### src/rtl/main.sv
// Least-squares line fit over a fixed table of N (x, y) samples; slope and intercept in signed Q16.8.
// Latency: strb rises exactly 76 clk edges after the edge that accepts start.
// start is only honoured in IDLE or DONE; busy states ignore it, strb is a level held until restart/reset.
module main #(
    parameter int             N     = 8,
    parameter int             W     = 8,
    parameter logic [N*W-1:0] XDATA = {8'd8, 8'd7, 8'd6, 8'd5, 8'd4, 8'd3, 8'd2, 8'd1},
    parameter logic [N*W-1:0] YDATA = {8'd19, 8'd17, 8'd15, 8'd13, 8'd11, 8'd9, 8'd7, 8'd5}
) (
    input  logic clk,
    input  logic reset,
    input  logic start,
    output logic strb
);

    localparam int IW = $clog2(N);

    typedef enum logic [2:0] {
        IDLE   = 3'd0,
        ACCUM  = 3'd1,
        CALC   = 3'd2,
        DIV_M  = 3'd3,
        CALC_B = 3'd4,
        DIV_B  = 3'd5,
        DONE   = 3'd6
    } state_t;

    state_t state;
    state_t state_n;

    // Running sums and sample pointer
    logic [IW-1:0] idx;
    logic [10:0]   sx;
    logic [10:0]   sy;
    logic [19:0]   sxy;
    logic [19:0]   sxx;

    // Results, read hierarchically
    logic signed [23:0] slope;
    logic signed [23:0] intercept;

    // Shared restoring divider: quo starts as the dividend magnitude and is
    // shifted out into rem while quotient bits are shifted in from the right.
    logic [31:0] quo;
    logic [31:0] rem;
    logic [31:0] dvs;
    logic        q_neg;
    logic        den_zero;
    logic [5:0]  cnt;

    // Current sample pair
    logic [W-1:0] x_cur;
    logic [W-1:0] y_cur;
    assign x_cur = XDATA[W*idx +: W];
    assign y_cur = YDATA[W*idx +: W];

    // Slope numerator and denominator, straight from the sums (held stable in CALC and after)
    logic [24:0] num_c;
    logic [24:0] den_c;
    logic [24:0] num_abs;
    logic [24:0] den_abs;
    assign num_c   = 25'(N) * {5'd0, sxy} - {14'd0, sx} * {14'd0, sy};
    assign den_c   = 25'(N) * {5'd0, sxx} - {14'd0, sx} * {14'd0, sx};
    assign num_abs = num_c[24] ? (25'd0 - num_c) : num_c;
    assign den_abs = den_c[24] ? (25'd0 - den_c) : den_c;

    // Intercept dividend: (Sy<<8) - slope*Sx, all signed Q16.8 scaled
    logic signed [39:0] b_prod;
    logic signed [39:0] b_dvd;
    logic        [39:0] b_abs;
    assign b_prod = 40'(slope) * 40'($signed({1'b0, sx}));
    assign b_dvd  = $signed({21'd0, sy, 8'd0}) - b_prod;
    assign b_abs  = b_dvd[39] ? 40'(-b_dvd) : 40'(b_dvd);

    // One restoring-division step and the signed, truncated-toward-zero result
    logic [32:0] rem_sh;
    logic        rem_ge;
    logic [31:0] rem_nx;
    logic [31:0] quo_s;
    assign rem_sh = {rem, quo[31]};
    assign rem_ge = rem_sh >= {1'b0, dvs};
    assign rem_nx = rem_ge ? 32'(rem_sh - {1'b0, dvs}) : rem_sh[31:0];
    assign quo_s  = q_neg ? (32'd0 - quo) : quo;

    // Bits that are provably zero or deliberately discarded by the 24-bit result format
    logic unused_bits;
    assign unused_bits = ^{num_abs[24], b_abs[39:32], quo_s[31:24]};

    // State register
    always_ff @(posedge clk or negedge reset) begin
        if (!reset) state <= IDLE;
        else        state <= state_n;
    end

    // Next-state sequencing
    always_comb begin
        state_n = state;
        case (state)
            IDLE:    if (start) state_n = ACCUM;
            ACCUM:   if (idx == IW'(N - 1)) state_n = CALC;
            CALC:    state_n = DIV_M;
            DIV_M:   if (cnt == 6'd32) state_n = CALC_B;
            CALC_B:  state_n = DIV_B;
            DIV_B:   if (cnt == 6'd32) state_n = DONE;
            DONE:    if (start) state_n = ACCUM;
            default: state_n = IDLE;
        endcase
    end

    // Datapath: accumulation, divider loading/stepping, result and strobe registers
    always_ff @(posedge clk or negedge reset) begin
        if (!reset) begin
            idx       <= '0;
            sx        <= '0;
            sy        <= '0;
            sxy       <= '0;
            sxx       <= '0;
            slope     <= '0;
            intercept <= '0;
            quo       <= '0;
            rem       <= '0;
            dvs       <= '0;
            q_neg     <= 1'b0;
            den_zero  <= 1'b0;
            cnt       <= '0;
            strb      <= 1'b0;
        end else begin
            case (state)
                IDLE, DONE: begin
                    if (start) begin
                        idx  <= '0;
                        sx   <= '0;
                        sy   <= '0;
                        sxy  <= '0;
                        sxx  <= '0;
                        strb <= 1'b0;
                    end
                end
                ACCUM: begin
                    sx  <= sx + 11'(x_cur);
                    sy  <= sy + 11'(y_cur);
                    sxy <= sxy + 20'(x_cur) * 20'(y_cur);
                    sxx <= sxx + 20'(x_cur) * 20'(x_cur);
                    idx <= idx + 1'b1;
                end
                CALC: begin
                    quo      <= {num_abs[23:0], 8'd0};
                    rem      <= '0;
                    dvs      <= {7'd0, den_abs};
                    q_neg    <= num_c[24] ^ den_c[24];
                    den_zero <= (den_c == 25'd0);
                    cnt      <= '0;
                end
                DIV_M: begin
                    if (cnt != 6'd32) begin
                        rem <= rem_nx;
                        quo <= {quo[30:0], rem_ge};
                        cnt <= cnt + 1'b1;
                    end else begin
                        slope <= den_zero ? 24'sd0 : $signed(quo_s[23:0]);
                    end
                end
                CALC_B: begin
                    quo   <= b_abs[31:0];
                    rem   <= '0;
                    dvs   <= 32'(N);
                    q_neg <= b_dvd[39];
                    cnt   <= '0;
                end
                DIV_B: begin
                    if (cnt != 6'd32) begin
                        rem <= rem_nx;
                        quo <= {quo[30:0], rem_ge};
                        cnt <= cnt + 1'b1;
                    end else begin
                        intercept <= $signed(quo_s[23:0]);
                        strb      <= 1'b1;
                    end
                end
                default: ;
            endcase
        end
    end

endmodule

### config.mk
export PLATFORM = sky130hd
export DESIGN_NAME = main
export DESIGN_NICKNAME = d
export VERILOG_FILES = /design/src/rtl/main.sv
export SDC_FILE = /design/constraint.sdc
export NUM_CORES = 1
export LEC_CHECK = 0
export CAP_MARGIN = 20
export CORE_UTILIZATION = 56
export CTS_CLUSTER_SIZE = 28
export DETAILED_ROUTE_END_ITERATION = 10
export GPL_ROUTABILITY_DRIVEN = 0
export PLACE_DENSITY = 0.8
export SYNTH_ARGS = -nofsm -noshare
export SYNTH_HDL_FRONTEND = slang
export SYNTH_SLANG_ARGS = --single-unit
### constraint.sdc
create_clock -name clk -period 1.6 [get_ports clk]
set_input_delay 0.48 -clock clk [delete_from_list [all_inputs] [get_ports clk]]
set_output_delay 0.48 -clock clk [all_outputs]
set_load 0.01 [all_outputs]
==> After elaboration in Yosys (flattened, before gate mapping) <==
Cells that the tools add are included.
{ "op_classes": {"n_eq_ne": 15, "n_addsub": 2, "muxes": 12, "n_reduce_logical": 11} }
{ "op_table": {"columns": ["cell", "count"], "rows": [
  ["$pmux 3 s6", 1],
  ["$mux 3", 5],
  ["$eq 3x3->1 const B", 4],
  ["$pmux 6 s2", 1],
  ["$ne 2x2->1 const B", 4],
  ["$add 6x1->6 const B", 1],
  ["$eq 3x2->1 const B", 2],
  ["$eq 6x6->1 const B", 1],
  ["$mux 6", 1],
  ["$ne 6x6->1 const B", 1],
  ["$pmux 3 s2", 1],
  ["$reduce_bool 2->1", 3],
  ["$reduce_or 2->1", 3],
  ["$ne 2x1->1 const B", 2],
  ["$reduce_and 2->1", 2],
  ["$reduce_and 4->1", 1],
  ["$add 3x1->3 const B", 1],
  ["$eq 3x1->1 const B", 1],
  ["$logic_not 3->1", 1],
  ["$reduce_and 3->1", 1],
  ["$mux 1", 2],
  ["$pmux 1 s2", 1]
]} }
{ "word_totals": {"out_inout_bits": 1, "elab_cells": 44, "register_bits": 13, "inputBits": 3} }

==> Logic depth before layout (Yosys ltp) <==
{ "logic_depth": {"word_depth": 4, "mapped_depth": 5, "mapped_depth_nobuf": 5} }

==> Worst setup path after synthesis <==
Ideal clock, no wire load.
{ "synth_timing": {"path_type": "register -> register", "startpoint": "register cnt[0]", "endpoint": "register cnt[0]", "period_less_slack_ps": 1393, "t_arrival_ps": 1293, "stages_incl_launch_ff": 6, "slack_ps": 207, "path_buffers": 0, "setup_time_ps": 101, "t_required_ps": 1499, "cell_sequence": "dfrtp_1 inv_1 ha_1 and4bb_2 and2_4 o311ai_2"} }
{ "synth_between": {"elab_chain_cells": 3, "elab_cells_between_ends": 6, "cone_classes": "1 x add/sub; 2 x eq/ne; 2 x mux; 1 x reduce/logical"} }
{ "synth_lines": {"columns": ["element", "line", "rtl"], "rows": [
  ["start, declared", "49", "logic [5:0] cnt;"],
  ["start signal, assigned", "158", "cnt <= cnt + 1'b1;"],
  ["start signal, assigned", "174", "cnt <= cnt + 1'b1;"],
  ["$add 6x1->6 / $ne 6x6->1 (equally long branches)", null, null],
  ["$mux 6 / $ne 2x1->1 (equally long branches)", null, null],
  ["$pmux 6 s2 / $reduce_and 2->1 (equally long branches)", null, null]
]} }
Parallel ways exist; a longest one is shown, timed or not. The select of a mux whose other input is x is not followed.
A chain may end at the register's enable or synchronous reset.

==> Final worst setup path <==
{ "layout_timing": {"startpoint": "register state[1]", "endpoint": "register cnt[2]"} }
{ "layout_between": {"elab_chain_cells": 4, "elab_cells_between_ends": 10, "cone_classes": "5 x eq/ne; 1 x mux; 4 x reduce/logical"} }
{ "layout_lines": {"columns": ["element", "line", "rtl"], "rows": [
  ["start, declared", "28", "state_t state;"],
  ["start signal, assigned", "92", "else state <= state_n;"],
  ["$eq 3x3->1 / $eq 3x2->1 (equally long branches)", null, null],
  ["$reduce_or 2->1 (no line)", null, null],
  ["$ne 2x1->1 (no line) / $reduce_bool 2->1 (equally long branches)", null, null],
  ["$reduce_and 2->1 (no line)", null, null]
]} }
Parallel ways exist; a longest one is shown, timed or not.

==> impl_metrics.py <==
metrics = {
    "sta": {
        "rsz0062_at_grt": "no",
        "hold_violations": 0,
        "relSlewSlack_pct": 69.3,
        "finalSetupViolations": 0,
        "tns_ns": 0,
        "worst_pin_slew_ns": 0.457,
        "period_minus_slack_ns": 1.51,
        "drv_slew": 0,
        "period_share_pct": 94.2,
        "skew_ns": 0.000842,
        "fmax_mhz": 663,
    },
    "clocking": {
        "htreeDepth": 1,
        "cts.clk_slew.worst_paths_ns": 0.08,
        "max-clock-path-buffers": 2,
        "cts_buffers": 3,
        "post_cts_buffers": 0,
        "cts_hold_buffers": 0,
        "root_buffer": "clkbuf_4",
        "clkSinkCount": 13,
        "clk_latency_ns": 0.27,
        "cts_tree": "built",
    },
    "placement": {
        "hpwl_mm": 1.10,
        "port-buffer-count": 3,
        "dp.cells": 100,
    },
    "setup_path": {
        "critPathLaunchType": "register",
        "critPathMaxStageDelay_ns": 0.49,
        "cpMaxStageDelayCell": "dfrtp_1",
        "ff2ff_path_depth": 4,
        "crit_path_end_kind": "register",
        "r2r_start": "state[1]$_DFFE_PN0P_",
        "critical_path_class": "reg2reg",
        "crit_arrival_ns": 1.71,
        "cp_max_fo": 9,
        "crit_chain": "xnor2_2 -> buf_4 -> or3_1 -> o21ai_1",
        "worst_r2r_endpoint": "cnt[2]$_DFFE_PN0P_",
        "regToRegSetupSlack_ns": 0.09,
        "crit_start": "state[1]$_DFFE_PN0P_",
        "required_ns": 1.80,
        "cp-endpoint": "cnt[2]$_DFFE_PN0P_",
    },
    "run_status": {
        "outcome": "completed",
    },
    "layout": {
        "final_cells": 104,
        "diodes": 0,
        "drive_above_1_share_pct": 20.2,
        "finalNetCount": 97,
        "area_growth_pct": 10.5,
    },
    "floorplanning": {
        "core_mm2": 0.00132,
        "die_h_um": 39.7,
        "fp.dieW_um": 39.7,
        "row_count": 13,
        "io_pins": 4,
        "fp.dieArea_mm2": 0.00158,
        "initial_core_util_pct": 60.5,
    },
    "power": {
        "p_leak_uw": 0.000405,
        "powerDensity_mw_per_mm2": 1810,
        "ir_worst_vdd_uv": 1060,
    },
    "route": {
        "remaining_drc_errors": 0,
        "drt-total-wl_mm": 1.51,
        "via_per_inst": 6.02,
        "drt_first_pass_iters": 4,
        "num_vias": 626,
        "wl_per_cell_um": 14.5,
        "ant_nets": 0,
        "drt_iter0_markers": 17,
    },
    "global_routing": {
        "grt_max_degree": 14,
        "grt.overflow.total": 0,
        "grtUsageTotal_pct": 22.5,
        "first_global_vias": 527,
        "antenna_found_initial": 0,
        "grt_pass1_wl_mm": 2.30,
    },
    "logic_synthesis": {
        "synth_warnings": 0,
        "syn_inst": 80,
        "ys_ff_latch": 13,
        "avgSynthCellArea_um2": 9.96,
        "synth.distinct_cells": 31,
        "synth_nets": 87,
        "syn_area_um2": 797,
        "ys_seq_area_share_pct": 40.8,
    },
    "min_path": {
        "holdCritPathClass": "in2async",
    },
    "flow_run": {
        "maxCapViolCount": 0,
    },
}
==> sequential cells by signal, summed over array words and instances (netlist names) <==
register and cells:
strb 1, cnt 6, idx 3, state 3
==> logic make-up after synthesis <==
| family | count (synthesis) | share of synthesized area, % |
|---|---|---|
| compound gates | 17 | 18.2 |
| xor+xnor | 1 | 2.04 |
| fa+ha+maj | 4 | 6.28 |
| buf+inv | 11 | 7.69 |
| flops | 13 | 40.8 |
| mux | 1 | 1.41 |
| simple gates | 33 | 23.5 |
==> per-layer routing <==
| layer | global-route usage, % | wire (um) | up-vias |
|---|---|---|---|
| li1 | - | - | 312 |
| met1 | 30.9 | 742 | 303 |
| met2 | 34.0 | 716 | 9 |
| met3 | 5.11 | 41 | 2 |
| met4 | 7.76 | 12 | 0 |
| met5 | 0 | 0 | - |
==> worst max-delay path, delay by kind of cell, from the launching register on <==
kind            cells  cell delay [ns]
flops               1             0.49
simple gates        1             0.34
xor+xnor            1             0.27
buf+inv             1             0.21
compound gates      1             0.12
==> how the worst min path moves through the flow <==
stage | end | slack [ns] | cells after the start
2_1_floorplan | cnt[0]$_DFFE_PN0P_ | 0.18 | 0
3_3_place_gp | idx[1]$_DFFE_PN0P_ | 0.50 | 1
3_5_place_dp | idx[2]$_DFFE_PN0P_ | 0.50 | 1
5_1_grt | state[0]$_DFFE_PN0P_ | 0.54 | 2
4_1_cts | state[2]$_DFFE_PN0P_ | 0.51 | 2
6_report | state[2]$_DFFE_PN0P_ | 0.50 | 2
==> cells in the final DEF, fill, tap and decap left out, types with 3 or more instances in the layout <==
| cell type | instances |
|---|---|
| o21ai_0 | 3 |
| ha_1 | 4 |
| nand3_1 | 8 |
| inv_1 | 6 |
| clkbuf_4 | 3 |
| nand2_1 | 10 |
| dfrtp_1 | 13 |
| buf_4 | 6 |
==> where the power goes <==
group | switching (uW) | total, uW | internal [uW]
Clock | 103 | 199 | 96.5
Combinational | 400 | 783 | 384
Sequential | 147 | 612 | 465
Total | 649 | 1590 | 945
==> final cells by class <==
class                      instances  area, um2
sequential                        13        325
tap                               15       18.8
clock buffer                       4       26.3
multi-input combinational         56        410
fill                             105        437
inverter                           7       26.3
timing repair buffer               9       73.8
==> synthesized netlist by cell type <==
master	instances	share of area (%)
buf_2	1	0.63
or3_1	1	0.79
a21oi_1	1	0.63
a32o_1	1	1.3
nand2_1	10	4.7
nand4_1	2	1.6
and4bb_2	2	3.1
mux2_2	1	1.4
o21ai_0	3	1.9
and2_4	1	1.1
nor3_1	2	1.3
o21ai_1	1	0.63
xnor2_2	1	2.0
o221ai_1	2	2.2
ha_1	4	6.3
or2b_1	1	0.94
a31oi_1	2	1.6
nand3_1	8	5.0
o311ai_2	2	4.1
inv_1	6	2.8
buf_4	1	0.94
nor2b_1	2	1.6
or4_1	2	1.9
dfrtp_1	13	41
a221o_1	2	2.5
or2b_2	1	1.1
a22o_1	2	2.2
inv_2	1	0.47
nor2_1	1	0.47
buf_6	2	2.8
o211a_1	1	1.3
==> timing repair <==
item,4_1_cts,5_1_grt
setup endpoints to repair,1,0
endpoints found under the hold margin,0,0
resized for setup,1,0
==> per-stage QoR <==
stage	util (%)	hold WS (ns)	instance area (um2)	setup slack (ns)	power [uW]
after floorplan	-	0.184	797	0.207	1210
after global placement	65.0	0.499	856	0.0466	1340
after detailed placement	65.0	0.504	856	0.0163	1390
after CTS	66.9	0.506	881	0.0954	1600
after global routing	66.9	0.537	881	0.0186	1730
final	66.9	0.504	881	0.0928	1590
Power figures use the tool's default switching activity.
